===== src/rtl/pool_window_gen.sv =====
`default_nettype none
// ============================================================================
// Module   : pool_window_gen
// Purpose  : Sliding R x C window generator for raster-order pixel streams.
//            It keeps the previous R-1 image rows in per-row line buffers and
//            the current neighbourhood in a window register. It emits one
//            flattened window for every STRIDE-aligned position. Both sides
//            use a valid/ready handshake.
// Ports    : clk        - sole clock, rising edge
//            rst        - synchronous active-high reset
//            in_valid   - in_data holds a pixel
//            in_ready   - a pixel is accepted this cycle if in_valid=1
//            in_data    - unsigned pixel, row-major raster order
//            out_valid  - out_win holds a complete window
//            out_ready  - downstream takes out_win this cycle
//            out_win    - element r*C+c at [(r*C+c)*In_d_W +: In_d_W];
//                         r=0 is the oldest row, c=0 the leftmost column
//            out_last   - out_win is the final window of the frame
// Revision : 1.0 - initial release
// ============================================================================
module pool_window_gen #(
  parameter int In_d_W = 8,
  parameter int R      = 3,
  parameter int C      = 3,
  parameter int IMG_W  = 28,
  parameter int IMG_H  = 28,
  parameter int STRIDE = 1
) (
  input  logic                    clk,
  input  logic                    rst,
  input  logic                    in_valid,
  output logic                    in_ready,
  input  logic [In_d_W-1:0]       in_data,
  output logic                    out_valid,
  input  logic                    out_ready,
  output logic [In_d_W*R*C-1:0]   out_win,
  output logic                    out_last
);

  localparam int c_XW = (IMG_W > 1) ? $clog2(IMG_W) : 1;
  localparam int c_YW = (IMG_H > 1) ? $clog2(IMG_H) : 1;
  localparam int c_SW = (STRIDE > 1) ? $clog2(STRIDE) : 1;

  localparam logic [c_XW-1:0] c_X_LAST = c_XW'(IMG_W - 1);
  localparam logic [c_YW-1:0] c_Y_LAST = c_YW'(IMG_H - 1);
  localparam logic [c_XW-1:0] c_X_FIRST_WIN = c_XW'(C - 1);
  localparam logic [c_YW-1:0] c_Y_FIRST_WIN = c_YW'(R - 1);
  localparam logic [c_SW-1:0] c_S_LAST = c_SW'(STRIDE - 1);

  logic [c_XW-1:0]   r_x, w_x_next;
  logic [c_YW-1:0]   r_y, w_y_next;
  // Stride phase counters hold (x-(C-1)) mod STRIDE and (y-(R-1)) mod STRIDE
  // once the position is past the first window; they stay 0 before that.
  logic [c_SW-1:0]   r_xph, w_xph_next;
  logic [c_SW-1:0]   r_yph, w_yph_next;
  logic              w_xfer, w_x_wrap, w_y_wrap, w_complete, w_is_last;
  logic [In_d_W-1:0] w_col [R];
  logic [In_d_W-1:0] r_win [R][C];

  assign in_ready   = !rst && (!out_valid || out_ready);
  assign w_xfer     = in_valid && in_ready;
  assign w_x_wrap   = (r_x == c_X_LAST);
  assign w_y_wrap   = (r_y == c_Y_LAST);
  assign w_is_last  = w_x_wrap && w_y_wrap;
  // Requiring x >= C-1 keeps columns from the previous row (wrap-around)
  // out of any emitted window; y >= R-1 does the same for the previous frame.
  assign w_complete = w_xfer && (r_x >= c_X_FIRST_WIN) && (r_y >= c_Y_FIRST_WIN)
                      && (r_xph == '0) && (r_yph == '0);

  always_comb begin
    w_x_next   = w_x_wrap ? '0 : r_x + 1'b1;
    w_xph_next = '0;
    if (w_x_next > c_X_FIRST_WIN) begin
      w_xph_next = (r_xph == c_S_LAST) ? '0 : r_xph + 1'b1;
    end
    w_y_next   = r_y;
    w_yph_next = r_yph;
    if (w_x_wrap) begin
      w_y_next   = w_y_wrap ? '0 : r_y + 1'b1;
      w_yph_next = '0;
      if (w_y_next > c_Y_FIRST_WIN) begin
        w_yph_next = (r_yph == c_S_LAST) ? '0 : r_yph + 1'b1;
      end
    end
  end

  // Line buffer i holds the row that is R-1-i rows older than the current
  // one. On each transfer the column at x moves one buffer older, so
  // w_col[0] is the oldest row and w_col[R-1] is the incoming pixel.
  generate
    if (R > 1) begin : g_lb
      for (genvar i = 0; i < R - 1; i++) begin : g_row
        logic [In_d_W-1:0] r_mem [IMG_W];
        assign w_col[i] = r_mem[r_x];
        always_ff @(posedge clk) begin
          if (w_xfer) begin
            r_mem[r_x] <= w_col[i+1];
          end
        end
      end
    end
  endgenerate

  assign w_col[R-1] = in_data;

  always_ff @(posedge clk) begin
    if (rst) begin
      r_x       <= '0;
      r_y       <= '0;
      r_xph     <= '0;
      r_yph     <= '0;
      out_valid <= 1'b0;
      out_last  <= 1'b0;
      for (int r = 0; r < R; r++) begin
        for (int c = 0; c < C; c++) begin
          r_win[r][c] <= '0;
        end
      end
    end else begin
      if (w_xfer) begin
        r_x   <= w_x_next;
        r_y   <= w_y_next;
        r_xph <= w_xph_next;
        r_yph <= w_yph_next;
        for (int r = 0; r < R; r++) begin
          for (int c = 0; c < C - 1; c++) begin
            r_win[r][c] <= r_win[r][c+1];
          end
          r_win[r][C-1] <= w_col[r];
        end
      end
      // The window register doubles as the output register. While a window
      // is stalled, in_ready is low, so the register cannot shift under it.
      if (w_complete) begin
        out_valid <= 1'b1;
        out_last  <= w_is_last;
      end else if (out_ready) begin
        out_valid <= 1'b0;
        out_last  <= 1'b0;
      end
    end
  end

  always_comb begin
    out_win = '0;
    for (int r = 0; r < R; r++) begin
      for (int c = 0; c < C; c++) begin
        out_win[(r*C+c)*In_d_W +: In_d_W] = r_win[r][c];
      end
    end
  end

endmodule
`default_nettype wire


===== config.mk =====
export PLATFORM = sky130hd
export DESIGN_NAME = pool_window_gen
export DESIGN_NICKNAME = d
export VERILOG_FILES = /design/src/rtl/pool_window_gen.sv
export SDC_FILE = /design/constraint.sdc
export NUM_CORES = 1
export LEC_CHECK = 0
export ABC_AREA = 1
export CELL_PAD_IN_SITES_DETAIL_PLACEMENT = 1
export CELL_PAD_IN_SITES_GLOBAL_PLACEMENT = 1
export CORE_MARGIN = 10
export CORE_UTILIZATION = 49
export CTS_BUF_LIST = sky130_fd_sc_hd__clkbuf_4 sky130_fd_sc_hd__clkbuf_8 sky130_fd_sc_hd__clkbuf_16
export DETAILED_ROUTE_END_ITERATION = 16
export GPL_ROUTABILITY_DRIVEN = 0
export PLACE_DENSITY = 0.88
export SLEW_MARGIN = 10
export SYNTH_ARGS = -nofsm -noshare
export SYNTH_HDL_FRONTEND = slang
export SYNTH_SLANG_ARGS = --single-unit

===== constraint.sdc =====
create_clock -name clk -period 4.85 [get_ports clk]
set_input_delay 1.2125 -clock clk [delete_from_list [all_inputs] [get_ports clk]]
set_output_delay 1.2125 -clock clk [all_outputs]
set_load 0.05 [all_outputs]

---- Yosys cells after proc, flatten, opt, wreduce, memory -nomap -nowiden ----
Memories as Yosys holds them, arrays and structs flattened. A register that Yosys moved wholly into a read port is not among the register bits.
Cells that the tools add are included.
word-level totals
  bits of input ports ..................... 12
  memories kept ........................... 3
  output and inout port bits .............. 75
  register bits after elaboration ......... 14
  RAM bits ................................ 520
  word-level logic and storage cells ...... 70
memory list
  name                 words  bits a word  read ports  clocked after memory_dff  write ports  RTL line  RTL
  g_lb.g_row[0].r_mem  28     8            1           1                         1            93        logic [In_d_W-1:0] r_mem [IMG_W];
  g_lb.g_row[1].r_mem  28     8            1           1                         1            93
  r_win                3      24           3           0                         3            58        logic [In_d_W-1:0] r_win [R][C];
operators by class
  add/subtract/negate cells ............... 4
  $lt $le $gt $ge ......................... 4
  bitwise logic cells ..................... 11
  equal/unequal tests ..................... 2
  reduce and logical (&&, ||, !) cells .... 12
  muxes and demuxes ....................... 28
operators by type and width
  operator                                                                          count
  8-bit two-way mux                                                                 9
  5-bit two-way mux                                                                 6
  1-bit two-way mux                                                                 13
  5-bit by 1-bit adder with 5-bit output (second input constant)                    2
  5-bit == test (second input constant)                                             2
  5-bit by 2-bit >= comparator with 1-bit output (second input constant)            2
  5-bit by 2-bit greater-than comparator with 1-bit output (second input constant)  2
  1-bit bitwise OR                                                                  9
  1-bit logical AND                                                                 7
  1-bit adder (second input constant)                                               2
  1-bit zero test                                                                   2
  1-bit inverter                                                                    2
  2-bit AND reduction                                                               1
  2-bit nonzero test                                                                1
  1-bit logical OR                                                                  1

---- Longest topological paths before layout ----
Gate-level depths: netlist of the first run.
  word-level depth ........................ 9
  mapped depth ............................ 11
  mapped depth without buffers ............ 9

---- Worst setup path after synthesis of the first run ----
No wires, ideal clock.
  kind .................................... in2reg
  from .................................... in out_ready
  to ...................................... mem g_lb.g_row[0].r_mem[23][0], enable pin
  required time ........................... 4.420 ns
  arrival ................................. 3.891 ns
  setup time .............................. 0.430 ns
  path slack .............................. 0.528 ns
  stages .................................. 6
  buffers on the path ..................... 0
  cell sequence ........................... inv_1 > a21oi_2 > nand2_2 > inv_1 > nand2_1 > nor4_1
on the way
  word-level cells in the longest chain between the ends .. 5
ends and longest elaborated chain
  item                                     RTL line  RTL
  start, declared                          35        input logic out_ready,
  1-bit logical OR                         60        assign in_ready = !rst && (!out_valid || out_ready);
  1-bit logical AND                        60
  via in_ready                             32        output logic in_ready,
  1-bit logical AND                        61        assign w_xfer = in_valid && in_ready;
  1-bit two-way mux                        96        if (w_xfer) begin
  1-bit two-way mux (implied by the code)  97        r_mem[r_x] <= w_col[i+1];
  end, declared                            93
The timed path passes the listed nets, and every way through them passes these cells.

---- Worst setup path after layout of the first run ----
  from .................................... in rst
  to ...................................... out in_ready
on the way
  word-level cells in the longest chain between the ends .. 2
ends and longest elaborated chain
  item               RTL line  RTL
  start, declared    30        input logic rst,
  1-bit zero test    60
  1-bit logical AND  60
  end, declared      32
No other way between the ends.

==> impl.org, run 1 <==
** Outcome
- The run finished with clean final reports.

** Route
- Before antenna repair, the detailed router went through 5 iterations.
- Wires add up to 71800 µm.
- Dividing the detail-routed via count by the number of cells gives 5.97.
- After the first detailed-routing iteration, the DRC count stood at 2077.
- The final route contains 16.0k vias.
- DRC viols :: 0
- Routed Antenna Nets :: 0
- Routed length per placed instance :: approximately 27 µm

** STA
- Post-route setup slack :: 0.816 ns
- The final hold violation count was 0.
- Post-Route Hold Slack :: 0.491 ns
- The worst path in the final design needs a cycle of ~4.0 ns, including I/O delays and setup.
- Dividing the final minimum period by the clock period gives 0.832.
- Slew at the pin with the worst max-slew slack :: between 1 and 1.5 ns
- The number of pins with negative max-slew slack in the final report came to 0.
- Max-slew headroom at the worst pin :: 0.164
- Across the routed clock network, the largest skew measured is 0.0184 ns.
- Final TNS setup :: 0 ns
- Final setup violating endpoints :: 0
- Unrepaired setup endpoints after global routing :: no
- Maximum clock rate :: 248 MHz

** Finish
- In the final layout, the share of cells above drive strength 1 is 0.0841.
- After routing the design area is 0.0254 mm².
- Synth-to-layout area growth :: 15.9%
- Leading cell type in the layout, fill and taps excluded :: sky130_fd_sc_hd__nand2_1
- Commonest cells after routing, fill and taps aside :: sky130_fd_sc_hd__nand2_1 (547), sky130_fd_sc_hd__edfxtp_1 (520), sky130_fd_sc_hd__nand3_1 (243)
- Count of nets after finishing :: 2054
- Diode count :: 0

** Worst setup path
- Cell-by-cell trace of the critical path :: clkdlybuf4s50_1 > a21oi_2 > clkdlybuf4s50_1
- Top fanout value on the critical path :: 6
- Count of buffer and inverter cells on the critical path :: 2
- Maximum single-stage delay on the critical path :: 0.85 ns
- The critical path is of the in2out type.
- Data arrives at the worst endpoint at 2.82 ns.
- Critical Path Source Type :: primary input
- Worst path most repeated cell :: sky130_fd_sc_hd__clkdlybuf4s50_1
- In this design, the largest share of critical-path delay is due to buffers and inverters.
- Endpoint kind of the worst setup timing path :: output port
- Data on the critical path is required at its endpoint by approximately 3.6 ns.
- The slowest stage of the critical path belongs to the cell sky130_fd_sc_hd__clkdlybuf4s50_1.

** Job
- Max-cap violations in this run came to 0.

** Clock network
- H-tree levels :: 2
- For this design, the sink count on the clock tree is between 500 and 600.
- Worst-path clk slew :: 0.06 ns
- The number of hold buffers added after CTS was 0.
- Clock root buffer master :: sky130_fd_sc_hd__clkbuf_16
- Post-CTS setup buffer count :: 0
- The longest clock path from root to sink contains 3 buffers.
- Clock latency on the worst-skew pair, taken at its later pin, is ~0.60 ns.
- TritonCTS built the clock tree.
- TritonCTS created 54 clock buffers.
- Resized cells post-CTS :: 0

** Floorplan
- Initial standard-cell utilization of the core :: 0.495
- Die Y :: 231 µm
- Die outline width :: 231 µm
- The total area inside the core boundary comes to 0.0442 mm².
- I/O Pins :: just under 90
- Std-Cell Rows :: 77
- The die covers 0.0536 mm².

** GRT
- Entering global routing, the biggest net connects about 110 pins.
- The number of global-route vias before repair was 17.0k.
- Global-route wire length before repair :: 107000 µm
- For this run, the total global-route usage over all layers was measured as 0.266.
- Antenna violations before repair :: 0
- Overflow left after global routing :: 0

** Synth
- Post-synth cell types :: 31
- Share of the yosys chip area belonging to registers :: 0.728
- In this run, synthesis produced a sequential element count of ~540.
- Combined area of all synthesized cells :: about 0.022 mm²
- Instance count of the mapped netlist :: 1930
- A synthesized cell averages ~11 µm².
- Mapped Nets :: between 1.5k and 2k
- Yosys warnings :: 0

** Pwr
- Standby leakage power :: 9.69 nW
- Power consumption :: around 11 mW
- Max VDD drop :: 0.280 mV
- For this design the ratio of total power to cell area is 433 mW/mm².

** Place
- Count of input and output buffers :: 86
- At the placement stage, the worst setup path has a slack of 0.811 ns.
- Detailed placement finished with a half-perimeter wire length of slightly above 40000 µm.
- The placed instances occupy a cell area of 0.0235 mm².

** Min path
- In this run the worst hold path is classified as reg2reg.
==> power breakdown <==
part           total [mW]  leakage (nW)  internal, mW  switching, mW
sequential           5.30          4.94          5.26         0.0401
clock                4.39         0.937          2.60           1.79
combinational        1.30          3.81         0.286           1.01
==> path summary, 6_finish.rpt <==
kind	slack (ns)	from	to	depth (start not counted)
worst max-delay path	0.82	rst	in_ready	3
worst min-delay path	0.49	out_last	out_last	2
worst max register to register	1.19	register	g_lb.g_row[0].r_mem[14][4]	10
worst min register to register	0.49	out_last	out_last	2
==> kinds of logic after synthesis <==
family	count (synthesis)	synth area share
flip-flops	537	0.728
adder cells (fa/ha/maj)	6	0.00343
AND/OR/NAND/NOR	1018	0.190
buffers and inverters	262	0.0513
AO/OA/AOI/OAI	105	0.0256
XOR/XNOR	2	0.000800
==> registers in the layout (all words and copies together) (netlist names), named ones only <==
register and count:
r_win 72, g_lb.g_row.r_mem 448, r_y 5, out_valid 1, out_last 1, r_x 5
==> cells in the mapped netlist, drive strengths merged <==
library cell,instances,share of area
a21oi,22,0.0052
nand3,244,0.056
buf,81,0.020
o211ai,10,0.0034
nor2,214,0.037
a211oi,2,0.00069
clkbuf,22,0.0038
edfxtp,520,0.71
nand2,549,0.094
ha,6,0.0034
or2,2,0.00057
nor3,4,0.00091
dfxtp,17,0.016
nand3b,1,0.00034
clkinv,1,0.00017
nand4,1,0.00029
o21ai,69,0.016
nor3b,2,0.00091
xor2,2,0.00080
nor4,1,0.00029
o22ai,2,0.00057
inv,158,0.027
==> area by class of cell <==
| class | instances | area (µm²) |
|---|---|---|
| fillers | 4470 | 18800 |
| clock buffers | 76 | 1590 |
| multi-input cells | 1131 | 4850 |
| repair buffers | 153 | 1370 |
| clock inverters | 26 | 273 |
| inverters | 159 | 603 |
| well taps | 592 | 741 |
| flip-flops and latches | 537 | 16000 |
==> per-stage QoR <==
stage | cells | util
2_1_floorplan | 1930 | -
3_3_place_gp | 2572 | 0.532
3_5_place_dp | 2572 | 0.532
4_1_cts | 2674 | 0.574
5_1_grt | 2674 | 0.574
6_report | 2674 | 0.574
==> worst register-to-register path: stages, from the launching register on <==
cell                      delay (ns)
sky130_fd_sc_hd__dfxtp_4        0.38
sky130_fd_sc_hd__inv_6          0.61
sky130_fd_sc_hd__buf_4          0.49
sky130_fd_sc_hd__nand2_1        0.10
sky130_fd_sc_hd__nand3_1        0.08
sky130_fd_sc_hd__nand2_1        0.08
sky130_fd_sc_hd__nand2_1        0.10
sky130_fd_sc_hd__nand3_1        0.16
sky130_fd_sc_hd__nand3_1        0.12
sky130_fd_sc_hd__nand2_1        0.18
sky130_fd_sc_hd__inv_1          0.96
==> per-layer routing <==
layer / vias to the layer above / GRT usage / part of all wire
met1: 7972 / 0.306 / 0.35
li1: 6714 / - / -
met5: - / 0 / 0
met4: 0 / 0.140 / 0.056
met2: 991 / 0.463 / 0.51
met3: 279 / 0.0518 / 0.086
Power figures use the tool's default switching activity.
==> inputs of run 2 (changes only) <==
- clock period: 4.85 -> 4.1 ns (I/O delays scaled with it)
==> impl.org, run 2 (synthesis gave the netlist of run 1 again) <==
** STA
- The number of pins with negative max-slew slack in the final report is 0 (unchanged).
- Post-route setup slack :: 0.443 ns (-0.372 ns)
- The worst clock skew on the final layout was 0.0279 ns (+0.00946 ns).
- Final setup violating endpoints :: 0 (unchanged)
- Slew at the pin with the worst max-slew slack :: 1.02 ns (-0.231 ns)
- The final hold violation count is 0 (unchanged).
- Maximum clock rate :: 273 MHz
- Unrepaired setup endpoints after global routing :: no
- Final TNS setup :: 0 ns (unchanged)
- Max-slew headroom at the worst pin :: 0.319 (+0.155)
- Portion of the clock cycle consumed by the worst path in the final layout :: 0.892
- The routed design could run at a clock period as short as approximately 3.7 ns.

** Floorplan
- Initial standard-cell utilization of the core :: 0.495 (unchanged)
- Placeable core region :: 0.0442 mm² (unchanged)
- The site row count came to 77 (unchanged).
- The width of the die was 231 µm (unchanged).
- DIE AREA :: 0.0536 mm² (unchanged)
- I/O Pins :: 87 (unchanged)
- The floorplan die height is 231 µm (unchanged).

** Route
- The remaining routing DRC violations was 0 (unchanged).
- The number of violations reported at the end of detailed-routing iteration 0 was 1615 (-22%).
- The routed via count divided by cell count came to 5.79 (-2.9%).
- Routed length per placed instance :: 25.3 µm (-5.9%)
- The detailed-router iteration count before antenna repair came to 6 (+1).
- Detailed-route via count :: 15.5k (-2.8%)
- Total Routed Length :: 67600 µm (-5.9%)
- The count of nets left with antenna violations after detail routing came to 0 (unchanged).

** Pwr
- Fraction of power consumed by sequential logic :: 0.499 (+0.017)
- Reported net switching power :: 3.28 mW (+16%)
- The power per cell area is 496 mW/mm² (+15%).
- The share of power burned in combinational logic was 0.119 (about the same).
- Standby leakage power :: 9.68 nW (about the same)
- Sw Ratio :: 0.260 (+0.00216)
- Internal power :: 9.31 mW (+14%)
- The peak supply drop came to 0.313 mV (+12%).
- Relative contribution of the clock network to total power :: 0.383 (-0.016)

** Worst setup path
- Setup slack on the worst flop-to-flop path :: 0.97 ns (-0.22 ns)
- The maximum fanout count along the critical path was 6 (unchanged).
- The worst setup path is of the in2out kind.
- The worst setup path is launched from a primary input.
- Endpoint kind of the worst setup timing path :: output port
- Capturing point of the worst reg2reg path :: g_lb.g_row[0].r_mem[20][0]
- Number of cells on the worst reg-to-reg path :: 10 (unchanged)
- Worst EP required :: 3.07 ns (-0.57 ns)
- Critical path arrival :: 2.63 ns (-0.19 ns)

** Clock network
- Number of buffers on the longest clock path :: 3 (unchanged)
- In this run the clock root is driven by a sky130_fd_sc_hd__clkbuf_16.
- The total CTS buffers was 54 (unchanged).
- The TritonCTS sink count came to 537 (unchanged).
- Resized cells post-CTS :: 0 (unchanged)
- The count of hold-fix buffers inserted at cts is 0 (unchanged).
- TritonCTS built the clock tree.
- The clock transition at the register clock pins on the worst setup and hold paths after CTS was 0.05 ns (about the same).
- The clock network latency to the later pin of the worst-skew pair came to 0.62 ns (+0.02 ns).
- H-tree levels :: 2 (unchanged)
- Post-CTS setup buffer count :: 0 (unchanged)

** Min path
- End point of the most critical hold path :: out_last
- The worst hold path begins at out_last.
- Worst min-delay path category :: reg2reg
- Hold path cells :: 2 (unchanged)

** Finish
- In the final layout, the registers with the most flip-flops are g_lb.g_row.r_mem: 448 flops, r_win: 72 flops.
- The layout overhead on the synthesized area is 15.8% (about the same).
- The register with the most flip-flops in the final layout is g_lb.g_row.r_mem.
- Final instance area :: 0.0254 mm² (about the same)
- The final layout net count is 2059 (+0.24%).
- The number of filler instances in the final layout is 4503 (+0.74%).
- The share of layout cells above drive strength 1 was 0.0849 (+0.000879).
- The number of antenna cells inserted is 0 (unchanged).
- Leading cell type in the layout, fill and taps excluded :: sky130_fd_sc_hd__nand2_1
- Final non-filler cell total :: 2676 (+0.075%)
- Commonest cells after routing, fill and taps aside :: sky130_fd_sc_hd__nand2_1 (547), sky130_fd_sc_hd__edfxtp_1 (520), sky130_fd_sc_hd__nand3_1 (243)
- Flip-flop count of the largest register after layout :: 448 (unchanged)

** GRT
- The initial antenna violation count was 1 (+1).
- The largest net degree at the start of global routing was 143 (+25%).
- The number of global-route vias before repair is 16.8k (-1.0%).
- Global-route wire length before repair :: 102000 µm (-4.9%)
- The aggregate global routing overflow is 0 (unchanged).
- The overall fraction of global-route tracks in use came to 0.250 (-0.0160).

** Job
- The number of max-capacitance violations reported came to 0 (unchanged).

** Outcome
- Status :: complete, no violations

** Place
- The area after detailed placement was 0.0237 mm² (+0.52%).
- The worst setup slack before clock tree synthesis is 0.459 ns (-0.352 ns).
- Count of input and output buffers :: 86 (unchanged)
- Number of instances in the placed design :: 2577 (+0.19%)
- Post-detailed-placement half-perimeter wirelength :: 41800 µm (+1.3%)
## run 2: cell count changes in the layout (fill, tap and decap cells not counted), moves of 3 or more
cell                        before  now
sky130_fd_sc_hd__buf_12          1    7
sky130_fd_sc_hd__bufinv_16       6    2
sky130_fd_sc_hd__clkbuf_16      57   54
sky130_fd_sc_hd__clkbuf_4       16   19
## run 2: worst max path at each step
stage | startpoint | endpoint | slack [ns]
floorplan | out_ready | register | 0.18
global placement | rst | in_ready | 0.53
detailed placement | rst | in_ready | 0.46
CTS | rst | in_ready | 0.43
global route | rst | in_ready | 0.39
finish | rst | in_ready | 0.44
## run 2: layer usage
layer / part of all wire / vias up / track usage
met1: 0.36 / 7884 / 0.284
met2: 0.53 / 702 / 0.450
met5: 0.00021 / - / 0
li1: - / 6716 / -
met3: 0.067 / 202 / 0.0370
met4: 0.048 / 2 / 0.125
## run 2: cell type report
type                            count  area (µm²)  share of cell area
Clock buffer                       76        1540              0.0605
Timing Repair Buffer              158        1490              0.0587
Tap cell                          592         741              0.0292
Sequential cell                   537       16000               0.629
Inverter                          159         603              0.0238
Clock inverter                     23         179             0.00705
Multi-Input combinational cell   1131        4850               0.191
## run 2: worst max-delay path, stage by stage
cell and delay, ns:
sky130_fd_sc_hd__clkdlybuf4s50_1 0.52, sky130_fd_sc_hd__a21oi_2 0.22, sky130_fd_sc_hd__clkdlybuf4s50_1 0.87
## run 2: power groups by stage
stage / Sequential [mW] / Combinational (mW) / Clock, mW
final: 6.28 / 1.49 / 4.82
after global routing: 6.28 / 1.59 / 5.09
after CTS: 6.28 / 1.48 / 4.86
after detailed placement: 6.39 / 1.44 / 0
after global placement: 6.38 / 1.34 / 0
after floorplan: 6.56 / 0.670 / 0
## run 2: per-stage QoR
step                utilization  hold slack [ns]  total power, mW
floorplan                     -            0.476             7.23
finish                    0.574            0.485             12.6
global placement          0.535            0.463             7.72
global route              0.574            0.504             13.0
CTS                       0.574            0.491             12.6
detailed placement        0.535            0.482             7.83
